--- config.mk ---
export PLATFORM = sky130hd
export DESIGN_NAME = sort_pru_scan_flat
export DESIGN_NICKNAME = d
export VERILOG_FILES = /design/src/rtl/sort_pru_pkg.sv /design/src/rtl/sort_pru_scan_if.sv /design/src/rtl/sort_pru_obuf.sv /design/src/rtl/sort_pru_scan.sv /design/src/flat_wrapper.sv
export SDC_FILE = /design/constraint.sdc
export NUM_CORES = 1
export LEC_CHECK = 0
export CAP_MARGIN = 20
export CORE_AREA = 2 2 54 46
export DETAILED_ROUTE_END_ITERATION = 8
export DIE_AREA = 0 0 56 48
export PLACE_DENSITY_LB_ADDON = 0.2
export REMOVE_ABC_BUFFERS = 1
export SLEW_MARGIN = 15
export SYNTH_ARGS = -nofsm -noshare
export SYNTH_HDL_FRONTEND = slang
export SYNTH_SLANG_ARGS = --single-unit
--- constraint.sdc ---
create_clock -name clk -period 2.9 [get_ports clk]
set_input_delay 0.58 -clock clk [delete_from_list [all_inputs] [get_ports clk]]
set_output_delay 0.58 -clock clk [all_outputs]
set_load 0.02 [all_outputs]
--- src/rtl/sort_pru_pkg.sv ---
`default_nettype none
// ============================================================================
// Module      : sort_pru_pkg
// Description : Shared widths, types, FSM state encoding and scan-direction
//               constants for the PRU tile-occupancy scan stage.
//               Optional macro SORT_PRU_DESCEND_EN selects a descending scan
//               (SORT_PERF_SBU_NUM-1 down to 0) instead of ascending.
// Revision    : 1.0  initial release
// ============================================================================
package sort_pru_pkg;

    localparam int SORT_FUC_MAX_NUM       = 256;
    localparam int SORT_PERF_SBU_TILE_NUM = 8;
    // Must be a power of two and at least 2 so the pointer wraps cleanly.
    localparam int SORT_PERF_SBU_NUM      = SORT_FUC_MAX_NUM / SORT_PERF_SBU_TILE_NUM;
    localparam int SORT_FUC_SBU_ADDR_W    = $clog2(SORT_PERF_SBU_NUM);
    // One extra bit so a completely full map (SORT_PERF_SBU_NUM hits) fits.
    localparam int SORT_PRU_CNT_W         = SORT_FUC_SBU_ADDR_W + 1;

    typedef logic [SORT_FUC_SBU_ADDR_W-1:0] sbu_addr_t;
    typedef logic [SORT_PRU_CNT_W-1:0]      hit_cnt_t;

    localparam hit_cnt_t HIT_CNT_MAX = '1;

    typedef enum logic [1:0] {
        ST_IDLE  = 2'd0,
        ST_SCAN  = 2'd1,
        ST_DRAIN = 2'd2,
        ST_DONE  = 2'd3
    } pru_state_t;

`ifdef SORT_PRU_DESCEND_EN
    localparam sbu_addr_t SCAN_FIRST_ADDR = sbu_addr_t'(SORT_PERF_SBU_NUM - 1);
    localparam sbu_addr_t SCAN_LAST_ADDR  = '0;
    localparam bit        SCAN_DESCEND    = 1'b1;
`else
    localparam sbu_addr_t SCAN_FIRST_ADDR = '0;
    localparam sbu_addr_t SCAN_LAST_ADDR  = sbu_addr_t'(SORT_PERF_SBU_NUM - 1);
    localparam bit        SCAN_DESCEND    = 1'b0;
`endif

    // Next scan address in the configured direction.
    function automatic sbu_addr_t scan_next(input sbu_addr_t addr);
        if (SCAN_DESCEND)
            return addr - sbu_addr_t'(1);
        else
            return addr + sbu_addr_t'(1);
    endfunction

endpackage
`default_nettype wire

--- src/rtl/sort_pru_scan_if.sv ---
`default_nettype none
// ============================================================================
// Module      : sort_pru_scan_if
// Description : Bus bundle of the PRU scan stage.
//               - pru2sbu_rd_*  : read-and-clear request into the SBU bitmap
//               - sbu2pru_rd_*  : same-cycle read return from the SBU
//               - pru_out_*     : valid/ready stream of occupied tile addresses
//               modport master : PRU side; modport slave : SBU/downstream side.
// Revision    : 1.0  initial release
// ============================================================================
interface sort_pru_scan_if;
    import sort_pru_pkg::*;

    logic      pru2sbu_rd_vld;
    sbu_addr_t pru2sbu_rd_addr;
    logic      sbu2pru_rd_vld;
    sbu_addr_t sbu2pru_rd_addr;
    logic      sbu2pru_rd_data;
    logic      pru_out_vld;
    sbu_addr_t pru_out_addr;
    logic      pru_out_rdy;

    modport master (
        output pru2sbu_rd_vld,
        output pru2sbu_rd_addr,
        input  sbu2pru_rd_vld,
        input  sbu2pru_rd_addr,
        input  sbu2pru_rd_data,
        output pru_out_vld,
        output pru_out_addr,
        input  pru_out_rdy
    );

    modport slave (
        input  pru2sbu_rd_vld,
        input  pru2sbu_rd_addr,
        output sbu2pru_rd_vld,
        output sbu2pru_rd_addr,
        output sbu2pru_rd_data,
        input  pru_out_vld,
        input  pru_out_addr,
        output pru_out_rdy
    );

endinterface
`default_nettype wire

--- src/rtl/sort_pru_obuf.sv ---
`default_nettype none
// ============================================================================
// Module      : sort_pru_obuf
// Description : Single-entry valid/ready output register. A load in the same
//               cycle as a pop refills the slot with no bubble.
// Ports       : clk, rst (async, active-low)
//               load_i / load_addr_i : write a new occupied tile address
//               rdy_i                : downstream ready (pop = vld_o & rdy_i)
//               vld_o / addr_o       : registered output entry
//               empty_o              : slot free
// Revision    : 1.0  initial release
// ============================================================================
module sort_pru_obuf
    import sort_pru_pkg::*;
(
    input  logic      clk,
    input  logic      rst,
    input  logic      load_i,
    input  sbu_addr_t load_addr_i,
    input  logic      rdy_i,
    output logic      vld_o,
    output sbu_addr_t addr_o,
    output logic      empty_o
);

    logic      vld_q;
    logic      vld_d;
    logic      vld_en;
    sbu_addr_t addr_q;
    logic      w_pop;

    assign w_pop = vld_q & rdy_i;

    // The upstream only loads when the slot is free or being popped, so the
    // next valid is simply whether a load arrived.
    always_comb begin
        vld_en = load_i | w_pop;
        vld_d  = load_i;
    end

    always_ff @(posedge clk or negedge rst) begin
        if (!rst)
            vld_q <= 1'b0;
        else if (vld_en)
            vld_q <= vld_d;
    end

    always_ff @(posedge clk or negedge rst) begin
        if (!rst)
            addr_q <= '0;
        else if (load_i)
            addr_q <= load_addr_i;
    end

    assign vld_o   = vld_q;
    assign addr_o  = addr_q;
    assign empty_o = ~vld_q;

endmodule
`default_nettype wire

--- src/rtl/sort_pru_scan.sv ---
`default_nettype none
// ============================================================================
// Module      : sort_pru_scan
// Description : Sequentially reads (and thereby clears) every SBU occupancy
//               bit after a start pulse and streams the occupied tile
//               addresses downstream in scan order.
//               Optional macro SORT_PRU_DESCEND_EN : scan from the top
//               address down to 0 (descending output order).
// Ports       : clk, rst (async, active-low), start_i
//               bus (master) : SBU read port + output stream
//               pru_hit_cnt_o: hits in the current/last scan (saturating)
//               pru_busy_o   : scanning or draining
//               pru_done_o   : one-cycle pulse once the last hit has left
// Revision    : 1.0  initial release
// ============================================================================
module sort_pru_scan
    import sort_pru_pkg::*;
(
    input  logic            clk,
    input  logic            rst,
    input  logic            start_i,
    sort_pru_scan_if.master bus,
    output hit_cnt_t        pru_hit_cnt_o,
    output logic            pru_busy_o,
    output logic            pru_done_o
);

    pru_state_t state_q;
    pru_state_t state_d;
    sbu_addr_t  ptr_q;
    sbu_addr_t  ptr_d;
    logic       ptr_en;
    hit_cnt_t   cnt_q;
    hit_cnt_t   cnt_d;
    logic       cnt_en;

    logic       w_cnt_clr;
    logic       w_done;
    logic       w_buf_empty;
    logic       w_rd_issue;
    logic       w_hit;
    logic       w_out_vld;
    sbu_addr_t  w_out_addr;

    // Every SBU read clears the bit, so a read may only go out when its hit
    // is guaranteed a place in the output register this cycle.
    assign w_rd_issue = (state_q == ST_SCAN) && (w_buf_empty || bus.pru_out_rdy);

    // Returns without a matching request are ignored.
    assign w_hit = w_rd_issue && bus.sbu2pru_rd_vld && bus.sbu2pru_rd_data;

    // ------------------------------------------------------------------------
    // State / pointer / hit counter registers
    // ------------------------------------------------------------------------
    always_ff @(posedge clk or negedge rst) begin
        if (!rst)
            state_q <= ST_IDLE;
        else
            state_q <= state_d;
    end

    always_ff @(posedge clk or negedge rst) begin
        if (!rst)
            ptr_q <= '0;
        else if (ptr_en)
            ptr_q <= ptr_d;
    end

    always_ff @(posedge clk or negedge rst) begin
        if (!rst)
            cnt_q <= '0;
        else if (cnt_en)
            cnt_q <= cnt_d;
    end

    // ------------------------------------------------------------------------
    // Next-state logic
    // ------------------------------------------------------------------------
    always_comb begin
        state_d   = state_q;
        ptr_d     = ptr_q;
        ptr_en    = 1'b0;
        w_cnt_clr = 1'b0;
        w_done    = 1'b0;

        case (state_q)
            ST_IDLE, ST_DONE: begin
                if (start_i) begin
                    state_d   = ST_SCAN;
                    ptr_d     = SCAN_FIRST_ADDR;
                    ptr_en    = 1'b1;
                    w_cnt_clr = 1'b1;
                end
            end

            ST_SCAN: begin
                if (w_rd_issue) begin
                    ptr_d  = scan_next(ptr_q);
                    ptr_en = 1'b1;
                    if (ptr_q == SCAN_LAST_ADDR)
                        state_d = ST_DRAIN;
                end
            end

            ST_DRAIN: begin
                // Done is flagged in the first cycle the buffer is seen empty.
                if (w_buf_empty) begin
                    w_done  = 1'b1;
                    state_d = ST_DONE;
                end
            end

            default: begin
                state_d = ST_IDLE;
            end
        endcase
    end

    // Clear has priority; a hit can never coincide with a clear because hits
    // only occur in SCAN.
    always_comb begin
        cnt_d  = cnt_q;
        cnt_en = 1'b0;
        if (w_cnt_clr) begin
            cnt_d  = '0;
            cnt_en = 1'b1;
        end else if (w_hit && (cnt_q != HIT_CNT_MAX)) begin
            cnt_d  = cnt_q + hit_cnt_t'(1);
            cnt_en = 1'b1;
        end
    end

    // ------------------------------------------------------------------------
    // Output register
    // ------------------------------------------------------------------------
    sort_pru_obuf u_obuf (
        .clk         (clk),
        .rst         (rst),
        .load_i      (w_hit),
        .load_addr_i (bus.sbu2pru_rd_addr),
        .rdy_i       (bus.pru_out_rdy),
        .vld_o       (w_out_vld),
        .addr_o      (w_out_addr),
        .empty_o     (w_buf_empty)
    );

    assign bus.pru2sbu_rd_vld  = w_rd_issue;
    assign bus.pru2sbu_rd_addr = ptr_q;
    assign bus.pru_out_vld     = w_out_vld;
    assign bus.pru_out_addr    = w_out_addr;

    assign pru_hit_cnt_o = cnt_q;
    assign pru_busy_o    = (state_q == ST_SCAN) || (state_q == ST_DRAIN);
    assign pru_done_o    = w_done;

endmodule
`default_nettype wire
--- src/flat_wrapper.sv ---
// flat-port wrapper written by rule: the top's interface ports become plain ports
module sort_pru_scan_flat import sort_pru_pkg::*;
  (clk, rst, start_i, pru_hit_cnt_o, pru_busy_o, pru_done_o, bus_pru2sbu_rd_vld, bus_pru2sbu_rd_addr, bus_sbu2pru_rd_vld, bus_sbu2pru_rd_addr, bus_sbu2pru_rd_data, bus_pru_out_vld, bus_pru_out_addr, bus_pru_out_rdy);
  sort_pru_scan_if bus_i ();
  input  logic clk;
  input  logic rst;
  input  logic start_i;
  output hit_cnt_t pru_hit_cnt_o;
  output logic pru_busy_o;
  output logic pru_done_o;
  output wire logic [$bits(bus_i.pru2sbu_rd_vld)-1:0] bus_pru2sbu_rd_vld;
  output wire logic [$bits(bus_i.pru2sbu_rd_addr)-1:0] bus_pru2sbu_rd_addr;
  input wire logic [$bits(bus_i.sbu2pru_rd_vld)-1:0] bus_sbu2pru_rd_vld;
  input wire logic [$bits(bus_i.sbu2pru_rd_addr)-1:0] bus_sbu2pru_rd_addr;
  input wire logic [$bits(bus_i.sbu2pru_rd_data)-1:0] bus_sbu2pru_rd_data;
  output wire logic [$bits(bus_i.pru_out_vld)-1:0] bus_pru_out_vld;
  output wire logic [$bits(bus_i.pru_out_addr)-1:0] bus_pru_out_addr;
  input wire logic [$bits(bus_i.pru_out_rdy)-1:0] bus_pru_out_rdy;
  assign bus_pru2sbu_rd_vld = bus_i.pru2sbu_rd_vld;
  assign bus_pru2sbu_rd_addr = bus_i.pru2sbu_rd_addr;
  assign bus_i.sbu2pru_rd_vld = bus_sbu2pru_rd_vld;
  assign bus_i.sbu2pru_rd_addr = bus_sbu2pru_rd_addr;
  assign bus_i.sbu2pru_rd_data = bus_sbu2pru_rd_data;
  assign bus_pru_out_vld = bus_i.pru_out_vld;
  assign bus_pru_out_addr = bus_i.pru_out_addr;
  assign bus_i.pru_out_rdy = bus_pru_out_rdy;
  sort_pru_scan u_core (.clk(clk), .rst(rst), .start_i(start_i), .bus(bus_i), .pru_hit_cnt_o(pru_hit_cnt_o), .pru_busy_o(pru_busy_o), .pru_done_o(pru_done_o));
endmodule
# ---- Word level (Yosys, flattened, before mapping)
# Index checks and enable logic that the tools add are counted.
dict set report op_classes {
  muxes 18
  n_addsub 2
  div 0
  mul 0
  n_eq_ne 9
  bitwise_logic 3
  reduce_logical 13
  magnitude_cmp 0
  n_shift 0
}
# op n
set ops {}
lappend ops {{$mux W6} 2}
lappend ops {{$mux W5} 2}
lappend ops {{$pmux W5 S2} 1}
lappend ops {{$mux W2} 4}
lappend ops {{$reduce_and A4 Y1} 2}
lappend ops {{$mux W1} 7}
lappend ops {{$add A6 B1 Y6 const B} 1}
lappend ops {{$ne A2 B2 Y1 const B} 3}
lappend ops {{$ne A6 B6 Y1 const B} 1}
lappend ops {{$pmux W2 S3} 1}
lappend ops {{$add A5 B1 Y5 const B} 1}
lappend ops {{$eq A5 B5 Y1 const B} 1}
lappend ops {{$eq A2 B2 Y1 const B} 2}
lappend ops {{$logic_and A1 B1 Y1} 4}
lappend ops {{$reduce_bool A2 Y1} 2}
lappend ops {{$eq A2 B1 Y1 const B} 1}
lappend ops {{$logic_not A2 Y1} 1}
lappend ops {{$logic_or A1 B1 Y1} 2}
lappend ops {{$ne A2 B1 Y1 const B} 1}
lappend ops {{$pmux W1 S2} 1}
lappend ops {{$reduce_and A2 Y1} 1}
lappend ops {{$reduce_or A2 Y1} 1}
lappend ops {{$and A1 B1 Y1} 1}
lappend ops {{$not A1 Y1} 1}
lappend ops {{$or A1 B1 Y1} 1}
dict set report word_totals {
  memories 0
  elab_cells 50
  latch_bits 0
  output_inout_bits 20
  reg_bits 19
  ram_bits 0
  rom_bits 0
}

# ---- Depth between registers and ports, before layout
dict set report logic_depth {
  depth_word 9
  depth_mapped 7
  ltp_nobuf 6
}

# ---- Modules after synthesis
# From an unflattened synthesis, not the netlist that was laid out.
dict set report unflattened {
  hier_cells 104
  area_unflattened_um2 1148.6
}
# module cells_per_inst area_each_um2 instances
set modules_own_cells {}
lappend modules_own_cells {sort_pru_scan 90 900.9 1}
lappend modules_own_cells {sort_pru_obuf 14 247.7 1}

# ---- Worst setup path after synthesis
# Ideal clock, no wire load.
dict set report synth_path {
  path_type {reg2reg}
  startpoint {register u_core.ptr_q[0] (netlist: u_core.bus.pru2sbu_rd_addr[0])}
  endpoint {register u_core.state_q[0]}
  setup_ps 131
  path_slack_ps 1285
  arrival_time_ps 1485
  stages_incl_launch_ff 7
  n_path_buf 0
  t_required_ps 2769
  cell_sequence {dfrtp_1 > ha_1 > and3_1 > ha_1 > a21boi_0 > a211oi_1 > mux2i_1}
}
dict set report synth_between {
  elab_chain_len 3
}
# item line
set synth_rtl {}
lappend synth_rtl {{start, declared} sort_pru_scan.sv:30} ;# sbu_addr_t ptr_q;
lappend synth_rtl {{start signal, assigned} sort_pru_scan.sv:66} ;# ptr_q <= ptr_d;
lappend synth_rtl {{$eq A5 B5 Y1} sort_pru_scan.sv:100} ;# if (ptr_q == SCAN_LAST_ADDR)
lappend synth_rtl {{$ne A2 B2 Y1 (no source line)} --}
lappend synth_rtl {{$reduce_and A4 Y1 (no source line)} --}
lappend synth_rtl {{end signal, assigned} sort_pru_scan.sv:59} ;# state_q <= state_d;
lappend synth_rtl {{end, declared} sort_pru_scan.sv:28} ;# pru_state_t state_q;
# No other way between the ends.
# A chain may end at the register's enable or synchronous reset.

# ---- Worst setup path after layout
dict set report layout_path {
  startpoint {input port bus_pru_out_rdy}
  endpoint {output port bus_pru2sbu_rd_vld}
}
dict set report layout_between {
  elab_chain_len 2
}
# item line
set layout_rtl {}
lappend layout_rtl {{start, declared} flat_wrapper.sv:18} ;# input wire logic [$bits(bus_i.pru_out_rdy)-1:0] bus_pru_out_rdy;
lappend layout_rtl {{$logic_or A1 B1 Y1} sort_pru_scan.sv:47} ;# assign w_rd_issue = (state_q == ST_SCAN) && (w_buf_empty || bus.pru_out_rdy);
lappend layout_rtl {{$logic_and A1 B1 Y1} sort_pru_scan.sv:47}
lappend layout_rtl {{end, declared} flat_wrapper.sv:11} ;# output wire logic [$bits(bus_i.pru2sbu_rd_vld)-1:0] bus_pru2sbu_rd_vld;
# No other way between the ends.

==> flow_metrics.env <==
export IMPL_outcome="finished, final reports clean"
export IMPL_slew_violations=0
export IMPL_routed_via_density=5.38
export IMPL_critical_path_required_ns=2.32
export IMPL_drive_gt1_share_pct=7.09
export IMPL_fin_crit_ns=2.55
export IMPL_grt_max_degree=20
export IMPL_wire_per_inst_um=13.8
export IMPL_slew_headroom_pct=42.6
export IMPL_skew_ns=0.00442
export IMPL_worst_setup_path_type="input port to output port"
export IMPL_core_area_um2=2100
export IMPL_gp_congestion=0.778
export IMPL_drt_initial_drc_count=26
export IMPL_fin_crit_sh_pct=87.8
export IMPL_avgSynthCellArea_um2=10.7
export IMPL_crit_path_start_kind="input port"
export IMPL_clock_sinks=19
export IMPL_cap_violations=0
export IMPL_pin_count=31
export IMPL_worstPathArrival_ns=1.97
export IMPL_antenna_found_initial=0
export IMPL_rsz0062_at_grt="no"
export IMPL_clock_path_buffers=2
export IMPL_fmax_ghz=0.393
export IMPL_yosysMostFrequentCell="dfrtp_1"
export IMPL_cts_buffers=3
export IMPL_syn_to_final_growth_pct=33.9
export IMPL_insertion_delay_ns=0.30
export IMPL_synth_edf_count=0
export IMPL_route_detailed_drc=0
export IMPL_cts_hold_buffers=0
export IMPL_reg2reg_slack_ns=1.19
export IMPL_r2r_end="u_core.pru_hit_cnt_o[4]"
export IMPL_setup_viol=0
export IMPL_yosysWarnings=0
export IMPL_holdWs_ns=0.491
export IMPL_synth_top_area_share_pct=46.7
export IMPL_synth_area_leaders="dfrtp_1, ha_1, mux2_1"
export IMPL_cts_setup_buffers=0
export IMPL_cts_root_buf="clkbuf_4"
export IMPL_dieWidth_um=56
export IMPL_worstHoldPathCells=1
export IMPL_peakVddDrop_mv=0.508
export IMPL_synth_cells=95
export IMPL_start_util_pct=48.5
export IMPL_grt_pass1_vias=733
export IMPL_place_ws_ns=0.350
export IMPL_setup_slack_ns=0.353
export IMPL_synthDistinctLibCells=33
export IMPL_holdPathEnd="u_core.u_obuf.addr_o[4]"
export IMPL_ys_seq_elements=19
export IMPL_tightestPinTransition_ns=0.859
export IMPL_die_h_um=48
export IMPL_grt_overflow=0
export IMPL_hp_class="flop to flop"
export IMPL_ys_async_sr_fraction_pct=100
export IMPL_final_hold_viol_count=0
export IMPL_via_count=817
export IMPL_die_area_um2=2690
export IMPL_synth_area_um2=1020
export IMPL_rows=15
export IMPL_drt_pass1_iterations=4
export IMPL_insertedDiodeCount=0
export IMPL_htreeDepth=1
export IMPL_tns_ns=0
export IMPL_power_density_nw_per_um2=891
export IMPL_cts_tree="yes"
export IMPL_ant_nets=0
export IMPL_finalWirelength_um=2100
export IMPL_worstHoldStart="u_core.u_obuf.addr_o[4]"
export IMPL_p_leak_uw=0.000643
export IMPL_p_total_uw=1220
export IMPL_grt_usage_pct=17.1
export IMPL_cts_resized=0
export IMPL_synth_main_ff_cell="dfrtp_1"
export IMPL_hpwl_um=1600
export IMPL_nets=146
export IMPL_rr_startpoint="u_core.state_q[0]"
export IMPL_worstRegToRegCells=5
export IMPL_clk_pin_slew_worst_paths_ns=0.10
export IMPL_endpoint_kind="output port"
export IMPL_grt_pass1_wl_um=3450
export IMPL_synth_common_cells="dfrtp_1, nand2_1, ha_1, inv_1, mux2_1"
export IMPL_yosysSeqAreaShare_pct=46.7
export IMPL_place_area_um2=1340
export IMPL_synth_top_area_cell="dfrtp_1"
export IMPL_io_buffers=30
export IMPL_fin_area_um2=1360
export IMPL_critPathMaxFanout=8
[cells by family (layout without fill, tap and decap cells)]
family | count (synthesis) | in the layout | synth area share (%)
adder cells (fa/ha/maj) | 7 | 7 | 8.60
AO/OA/AOI/OAI | 16 | 16 | 11.8
AND/OR/NAND/NOR | 35 | 35 | 19.0
flip-flops | 19 | 19 | 46.7
XOR/XNOR | 1 | 1 | 0.860
multiplexers | 9 | 9 | 9.58
buffers and inverters | 8 | 40 | 3.44
[layout make-up]
class | count | area (um2)
clock buffer | 4 | 26.3
fill | 175 | 738
inverter | 6 | 22.5
multi-input combinational | 68 | 508
sequential | 19 | 475
tap | 25 | 31.3
timing repair buffer | 30 | 300
[report_power, final]
group / switching (uW) / internal (uW) / leakage [uW]
combinational: 353 / 317 / 0.000383
clock: 79.0 / 53.6 / 0.0000150
sequential: 66.2 / 347 / 0.000246
[through the flow]
stage / cells / utilization (%)
2_1_floorplan: 93 / -
3_3_place_gp: 148 / 63.6
3_5_place_dp: 148 / 63.6
4_1_cts: 152 / 64.9
5_1_grt: 152 / 64.9
6_report: 152 / 64.9
[cells in the final DEF, fill, tap and decap left out, types with 2 or more instances in the layout]
cell	netlist	routed
a21oi_1	2	2
a22o_1	2	2
and2_2	2	2
and3_1	3	3
clkbuf_4	0	3
clkdlybuf4s50_1	0	30
dfrtp_1	19	19
ha_1	7	7
inv_1	6	6
mux2_1	5	5
mux2i_1	3	3
nand2_1	11	11
nand3_1	3	3
nand4_1	3	3
nor2_1	4	4
nor2b_1	2	2
o211ai_1	2	2
o21ai_0	3	3
or3_1	2	2
[worst max-delay path by stage]
stage	cells past startpoint	slack, ns	end	start
floorplan	6	1.28	u_core.state_q[0]	u_core.bus.pru2sbu_rd_addr[0]
global placement	4	0.35	bus_pru2sbu_rd_vld	bus_pru_out_rdy
detailed placement	4	0.35	bus_pru2sbu_rd_vld	bus_pru_out_rdy
CTS	4	0.35	bus_pru2sbu_rd_vld	bus_pru_out_rdy
global route	4	0.27	bus_pru2sbu_rd_vld	u_core.state_q[1]
finish	4	0.35	bus_pru2sbu_rd_vld	bus_pru_out_rdy
[routing by layer]
| layer | global-route usage, % | vias up | part of all wire, % |
|---|---|---|---|
| li1 | - | 410 | - |
| met1 | 24.8 | 382 | 51 |
| met2 | 23.5 | 23 | 42 |
| met3 | 7.30 | 2 | 6.8 |
| met4 | 4.29 | 0 | 0.57 |
| met5 | 0 | - | 0 |
[sequential cells by signal (all words and copies together), names as in the netlist]
name / count
u_core.pru_hit_cnt_o: 6
u_core.bus.pru2sbu_rd_addr: 5
u_core.u_obuf.vld_o: 1
u_core.state_q: 2
u_core.u_obuf.addr_o: 5
[worst max-delay path, cell delays in order]
cell,delay [ns]
clkdlybuf4s50_1,0.45
nand2b_4,0.17
and2_1,0.15
clkdlybuf4s50_1,0.61
No activity file was read; power rests on OpenSTA's default activity.
==> RTL edit 1 (config.mk and constraints unchanged) <==
Make the reset (`rst`) synchronous in 5 clocked blocks. Comments in the files are not updated.
--- a/src/rtl/sort_pru_obuf.sv
+++ b/src/rtl/sort_pru_obuf.sv
@@ -38,14 +38,14 @@
         vld_d  = load_i;
     end
 
-    always_ff @(posedge clk or negedge rst) begin
+    always_ff @(posedge clk) begin
         if (!rst)
             vld_q <= 1'b0;
         else if (vld_en)
             vld_q <= vld_d;
     end
 
-    always_ff @(posedge clk or negedge rst) begin
+    always_ff @(posedge clk) begin
         if (!rst)
             addr_q <= '0;
         else if (load_i)
--- a/src/rtl/sort_pru_scan.sv
+++ b/src/rtl/sort_pru_scan.sv
@@ -52,21 +52,21 @@
     // ------------------------------------------------------------------------
     // State / pointer / hit counter registers
     // ------------------------------------------------------------------------
-    always_ff @(posedge clk or negedge rst) begin
+    always_ff @(posedge clk) begin
         if (!rst)
             state_q <= ST_IDLE;
         else
             state_q <= state_d;
     end
 
-    always_ff @(posedge clk or negedge rst) begin
+    always_ff @(posedge clk) begin
         if (!rst)
             ptr_q <= '0;
         else if (ptr_en)
             ptr_q <= ptr_d;
     end
 
-    always_ff @(posedge clk or negedge rst) begin
+    always_ff @(posedge clk) begin
         if (!rst)
             cnt_q <= '0;
         else if (cnt_en)
Formal check against the unedited RTL: differs if rst is asserted again (counterexample within 4 cycles, from zero or initial values and one cycle with rst low); with rst held inactive, the same outputs for 10 cycles.
==> RTL edit 1 against the original RTL <==
Register-to-register slack got worse by 200 ps. Power is 23% lower. Clock skew is 7.1 ps higher. Area after synthesis up 1.1%. Non-clock buffer count increased by 1. Die area stayed put. Sequential share of layout area down 7.0 points. Wire length is 6.5% higher. Setup slack lost 3.0 ps. Sequential cell count stayed put. Cell area is 0.27% higher. Critical path type unchanged. Largest cell class unchanged. Highest routed layer unchanged.
==> RTL edit 1: results (changes against the original RTL) <==
Place
  • Gpl congestion: 0.7872 (was 0.7784)
  • Final HPWL DP: 1.702 mm (was 1.598 mm)
  • Placed cell areas: 1340 µm² (was 1338 µm²)

Routing
  • Vias per cell: 5.615 (was 5.375)
  • Met2 wire len: 1.051 mm (was 878 µm)
  • Met3 WL: 89 µm (was 143 µm)
  • Drt initial violations: 17 (was 26)
  • DRT met1 WL: 1.085 mm (was 1.067 mm)
  • WL/cell: 13.25 µm (was 13.83 µm)

Layout
  • Fraction of layout cells with a size suffix above 1: 9.028% (was 7.087%)
  • # fillers: 177 (was 175)
  • Net count, final: 163 (was 146)
  • Post-route insts no fill: 169 (was 152)

Pwr
  • Worst vdd ir: 0.5114 mV (was 0.5082 mV)
  • Leakage: 0.4889 nW (was 0.6434 nW)

STA
  • Slew HR: 74.76% (was 42.55%)
  • Worst Skew: 11.51 ps (was 4.424 ps)

GRT
  • Largest net degree at the start of global routing: 15 (was 20)
  • Number of global-route vias before repair: 851 (was 733)
  • First-pass GRT wire length: 3.746 mm (was 3.450 mm)
  • GRT Util Overall: 17.85% (was 17.14%)

Logic synthesis
  • Async S/R FF share, synth: 0% (was 100.0%)
  • Post-synth top cells: 19 x dfxtp_1, 18 x nand2_1, 12 x a21oi_1 (was 19 x dfrtp_1, 11 x nand2_1, 7 x ha_1)
  • Synth Instances: 114 (was 95)
  • Sequential share of the synthesized area: 36.94% (was 46.68%)
  • Top post-synthesis cells by area: dfxtp_1 37%, ha_1 8.5%, nand2_1 6.6% (was dfrtp_1 47%, ha_1 8.6%, mux2_1 5.5%)

Run status
  • Status: finished clean (unchanged)

Worst setup path
  • Crit path max fanout: 5 (was 8)

Clock tree
  • CTS buffer count: 3 (unchanged)
RTL edit 1: cell count changes after synthesis, sizes merged, moves of 3 or more:
| cell | change |
|---|---|
| mux2 | -6 |
| and2b | +3 |
| nand2 | +7 |
| dfrtp | -19 |
| a21oi | +10 |
| dfxtp | +19 |
RTL edit 1: worst reg2reg max path: cells and delay by family, from the launching register on:
family | cells | cell delay [ps]
adders and majority gates | 1 | 370
buffers and inverters | 1 | 90
AOI/OAI and AO/OA | 3 | 710
DFF | 1 | 410
and+or+nand+nor | 1 | 220
RTL edit 1: worst paths after layout:
kind                                                            from                                          to  slack [ps]  depth (start not counted)
worst min register to register  u_core.u_obuf.addr_o[0]$_SDFFE_PN0P_        u_core.u_obuf.addr_o[0]$_SDFFE_PN0P_         470                          2
worst max-delay path                                 bus_pru_out_rdy                          bus_pru2sbu_rd_vld         350                          4
worst max register to register        u_core.state_q[0]$_SDFFE_PN0P_  u_core.bus.pru2sbu_rd_addr[3]$_SDFFE_PN0P_         990                          6
worst min-delay path            u_core.u_obuf.addr_o[0]$_SDFFE_PN0P_        u_core.u_obuf.addr_o[0]$_SDFFE_PN0P_         470                          2
RTL edit 1: logic make-up after synthesis:
logic type	Yosys count	share of synthesized area, %
multiplexers	1	0.9721
buffers and inverters	10	4.618
AO/OA/AOI/OAI	28	19.93
flip-flops	19	36.94
AND/OR/NAND/NOR	49	29.04
adder cells (fa/ha/maj)	7	8.505
RTL edit 1: metrics by stage:
| step | utilization (%) | worst slack (ps) | hold slack (ps) |
|---|---|---|---|
| final | 65.06 | 350.3 | 465.4 |
| after global routing | 65.06 | 298.3 | 488.2 |
| after CTS | 65.06 | 338.8 | 465.4 |
| after detailed placement | 63.75 | 338.4 | 448.7 |
| after global placement | 63.75 | 356.8 | 443.2 |
| after floorplan | - | 1180 | 523.5 |
RTL edit 1: where the power goes:
| group | total [mW] | leakage (nW) | switching (mW) | internal (mW) |
|---|---|---|---|---|
| Clock | 0.135 | 0.0177 | 0.0831 | 0.0514 |
| Sequential | 0.317 | 0.154 | 0.0282 | 0.289 |
| Combinational | 0.485 | 0.317 | 0.268 | 0.217 |
| Total | 0.937 | 0.489 | 0.379 | 0.557 |
RTL edit 1: layer usage:
layer | vias to the layer above | GRT usage, %
met5 | - | 0
met4 | 0 | 3.333
met3 | 2 | 5.946
met2 | 19 | 32.00
met1 | 453 | 21.77
li1 | 475 | -
RTL edit 1: area by class of cell:
type / instances / share of cell area (%)
multi-input cells: 85 / 44.01
clock buffers: 3 / 1.647
inverters: 5 / 1.372
repair buffers: 31 / 22.51
flip-flops and latches: 19 / 27.81
clock inverters: 1 / 0.3660
well taps: 25 / 2.287
==> RTL edit 2 (same settings) <==
Without the edit above. Build with the macro `SORT_PRU_DESCEND_EN` defined.
--- a/src/rtl/sort_pru_pkg.sv
+++ b/src/rtl/sort_pru_pkg.sv
@@ -7,6 +7,8 @@
 //               (SORT_PERF_SBU_NUM-1 down to 0) instead of ascending.
 // Revision    : 1.0  initial release
 // ============================================================================
+`define SORT_PRU_DESCEND_EN
+
 package sort_pru_pkg;
 
     localparam int SORT_FUC_MAX_NUM       = 256;
Check against the original RTL: not equivalent (Yosys sat finds a counterexample within 4 cycles, from zero or initial values and one cycle with rst low).
==> RTL edit 2 against the original RTL <==
Area after synthesis up 0.49%. Count of clock-buffer cells in the layout down 1. Clock skew about the same. Setup slack better by 37 ps. Sequential cell count unchanged. Critical path depth up 1. Cell count up 7.9%. Non-clock buffer count unchanged. First-iteration DRC count down 27%. Cell area up 0.73%. Wire length up 13%. Power up 7.3%. Global-route usage up 2.6 points.
==> RTL edit 2: results (changes against the original RTL) <==
Routing
  • Drt initial violations: 19 (was 26)
  • Met3 WL: 157 µm (was 143 µm)
  • DR vias: 893 (was 817)
  • DRT met1 WL: 1.072 mm (was 1.067 mm)
  • Routed WL: 2.367 mm (was 2.102 mm)

Layout
  • Fraction of layout cells with a size suffix above 1: 7.194% (was 7.087%)
  • Area growth syn-to-layout: 34.23% (was 33.91%)
  • # fillers: 179 (was 175)
  • Net count, final: 156 (was 146)

Logic synthesis
  • Sequential share of the synthesized area: 46.45% (was 46.68%)
  • Mux cell area share after synthesis: 3.912% (was 9.582%)
  • Post-synthesis cell type count: 32 (was 33)
  • Top post-synthesis cells by area: dfrtp_1 46%, nand2_1 8.1%, ha_1 6.1% (was dfrtp_1 47%, ha_1 8.6%, mux2_1 5.5%)
  • Post-synth top cells: 22 x nand2_1, 19 x dfrtp_1, 8 x nor2_1 (was 19 x dfrtp_1, 11 x nand2_1, 7 x ha_1)
  • XOR/XNOR share of the synthesized area: 0.8557% (was 0.8600%)
  • Adder-Cell Fraction of Synth Area: 6.112% (was 8.600%)
  • Synth Area in Compound Gates: 11.98% (was 11.79%)

Place
  • Gpl congestion: 0.7919 (was 0.7784)
  • Placed cell areas: 1346 µm² (was 1338 µm²)

Pwr
  • Worst vdd ir: 0.7095 mV (was 0.5082 mV)
  • Switching power: 569.7 µW (was 498.4 µW)

Hold path
  • Worst hold start: u_core.u_obuf.addr_o[1]$_DFFE_PN0P_ (was u_core.u_obuf.addr_o[4]$_DFFE_PN0P_)
  • WHS Path Cells: 2 (was 1)
  • Min-Delay Endpoint: u_core.u_obuf.addr_o[1]$_DFFE_PN0P_ (was u_core.u_obuf.addr_o[4]$_DFFE_PN0P_)

Worst setup path
  • Crit path arrival time: 1930 ps (was 1970 ps)
  • Critical path capture point: bus_pru2sbu_rd_vld (unchanged)
  • FF-to-FF setup slack: 1060 ps (was 1190 ps)
  • FF-to-FF End: u_core.bus.pru2sbu_rd_addr[4]$_DFFE_PN0P_ (was u_core.pru_hit_cnt_o[4]$_DFFE_PN0P_)
  • CP Launch Point: u_core.state_q[1]$_DFFE_PN0P_ (was bus_pru_out_rdy)

GRT
  • GRT Util Overall: 19.78% (was 17.14%)
  • First-pass GRT wire length: 3.767 mm (was 3.450 mm)
  • Number of global-route vias before repair: 807 (was 733)

STA
  • Slew HR: 44.48% (was 42.55%)
  • Worst Skew: 4.039 ps (was 4.424 ps)

Run status
  • Status: finished clean (unchanged)
==> RTL edit 2: changes by cell type after synthesis, moves of 2 or more <==
cell,change
nand2_1,+11
nor3_1,+6
mux2_1,-5
nor2_1,+4
a41oi_1,+2
and2_2,-2
and3_1,-2
ha_1,-2
nand2b_1,+2
nand4_1,-2
o211ai_1,-2
or3_1,-2
==> RTL edit 2: layer usage <==
layer | vias up | GRT usage, %
met2 | 37 | 33.41
li1 | 438 | -
met3 | 2 | 6.216
met1 | 416 | 22.78
met4 | 0 | 12.86
met5 | - | 0
==> RTL edit 2: stage by stage <==
stage / hold slack (ps) / worst slack (ps) / cells
floorplan: 284.4 / 1213 / 105
global placement: 456.4 / 448.7 / 160
detailed placement: 467.1 / 416.9 / 160
CTS: 493.8 / 383.8 / 164
global route: 515.6 / 203.4 / 164
finish: 485.6 / 390.1 / 164
==> RTL edit 2: kinds of logic after synthesis <==
logic type | count (synthesis)
buf+inv | 9
simple gates | 55
compound gates | 14
xor+xnor | 1
mux | 4
flops | 19
fa+ha+maj | 5
==> RTL edit 2: layout make-up <==
class	count	share of cell area, %
clock inverters	1	0.3643
flip-flops and latches	19	34.61
multi-input cells	79	37.34
well taps	25	2.277
clock buffers	3	1.639
inverters	7	1.913
repair buffers	30	21.86
==> RTL edit 2: critical path: stages, from the launching register on <==
cell	delay, ps
dfrtp_1	410
inv_1	80
ha_1	290
inv_2	120
nor2_1	110
clkdlybuf4s50_1	600
==> RTL edit 2: power groups by stage <==
stage / combinational, mW / clock [mW] / sequential [mW]
finish: 0.741 / 0.141 / 0.422
CTS: 0.747 / 0.147 / 0.422
global route: 0.812 / 0.159 / 0.435
global placement: 0.728 / 0 / 0.421
floorplan: 0.387 / 0 / 0.495
detailed placement: 0.744 / 0 / 0.428
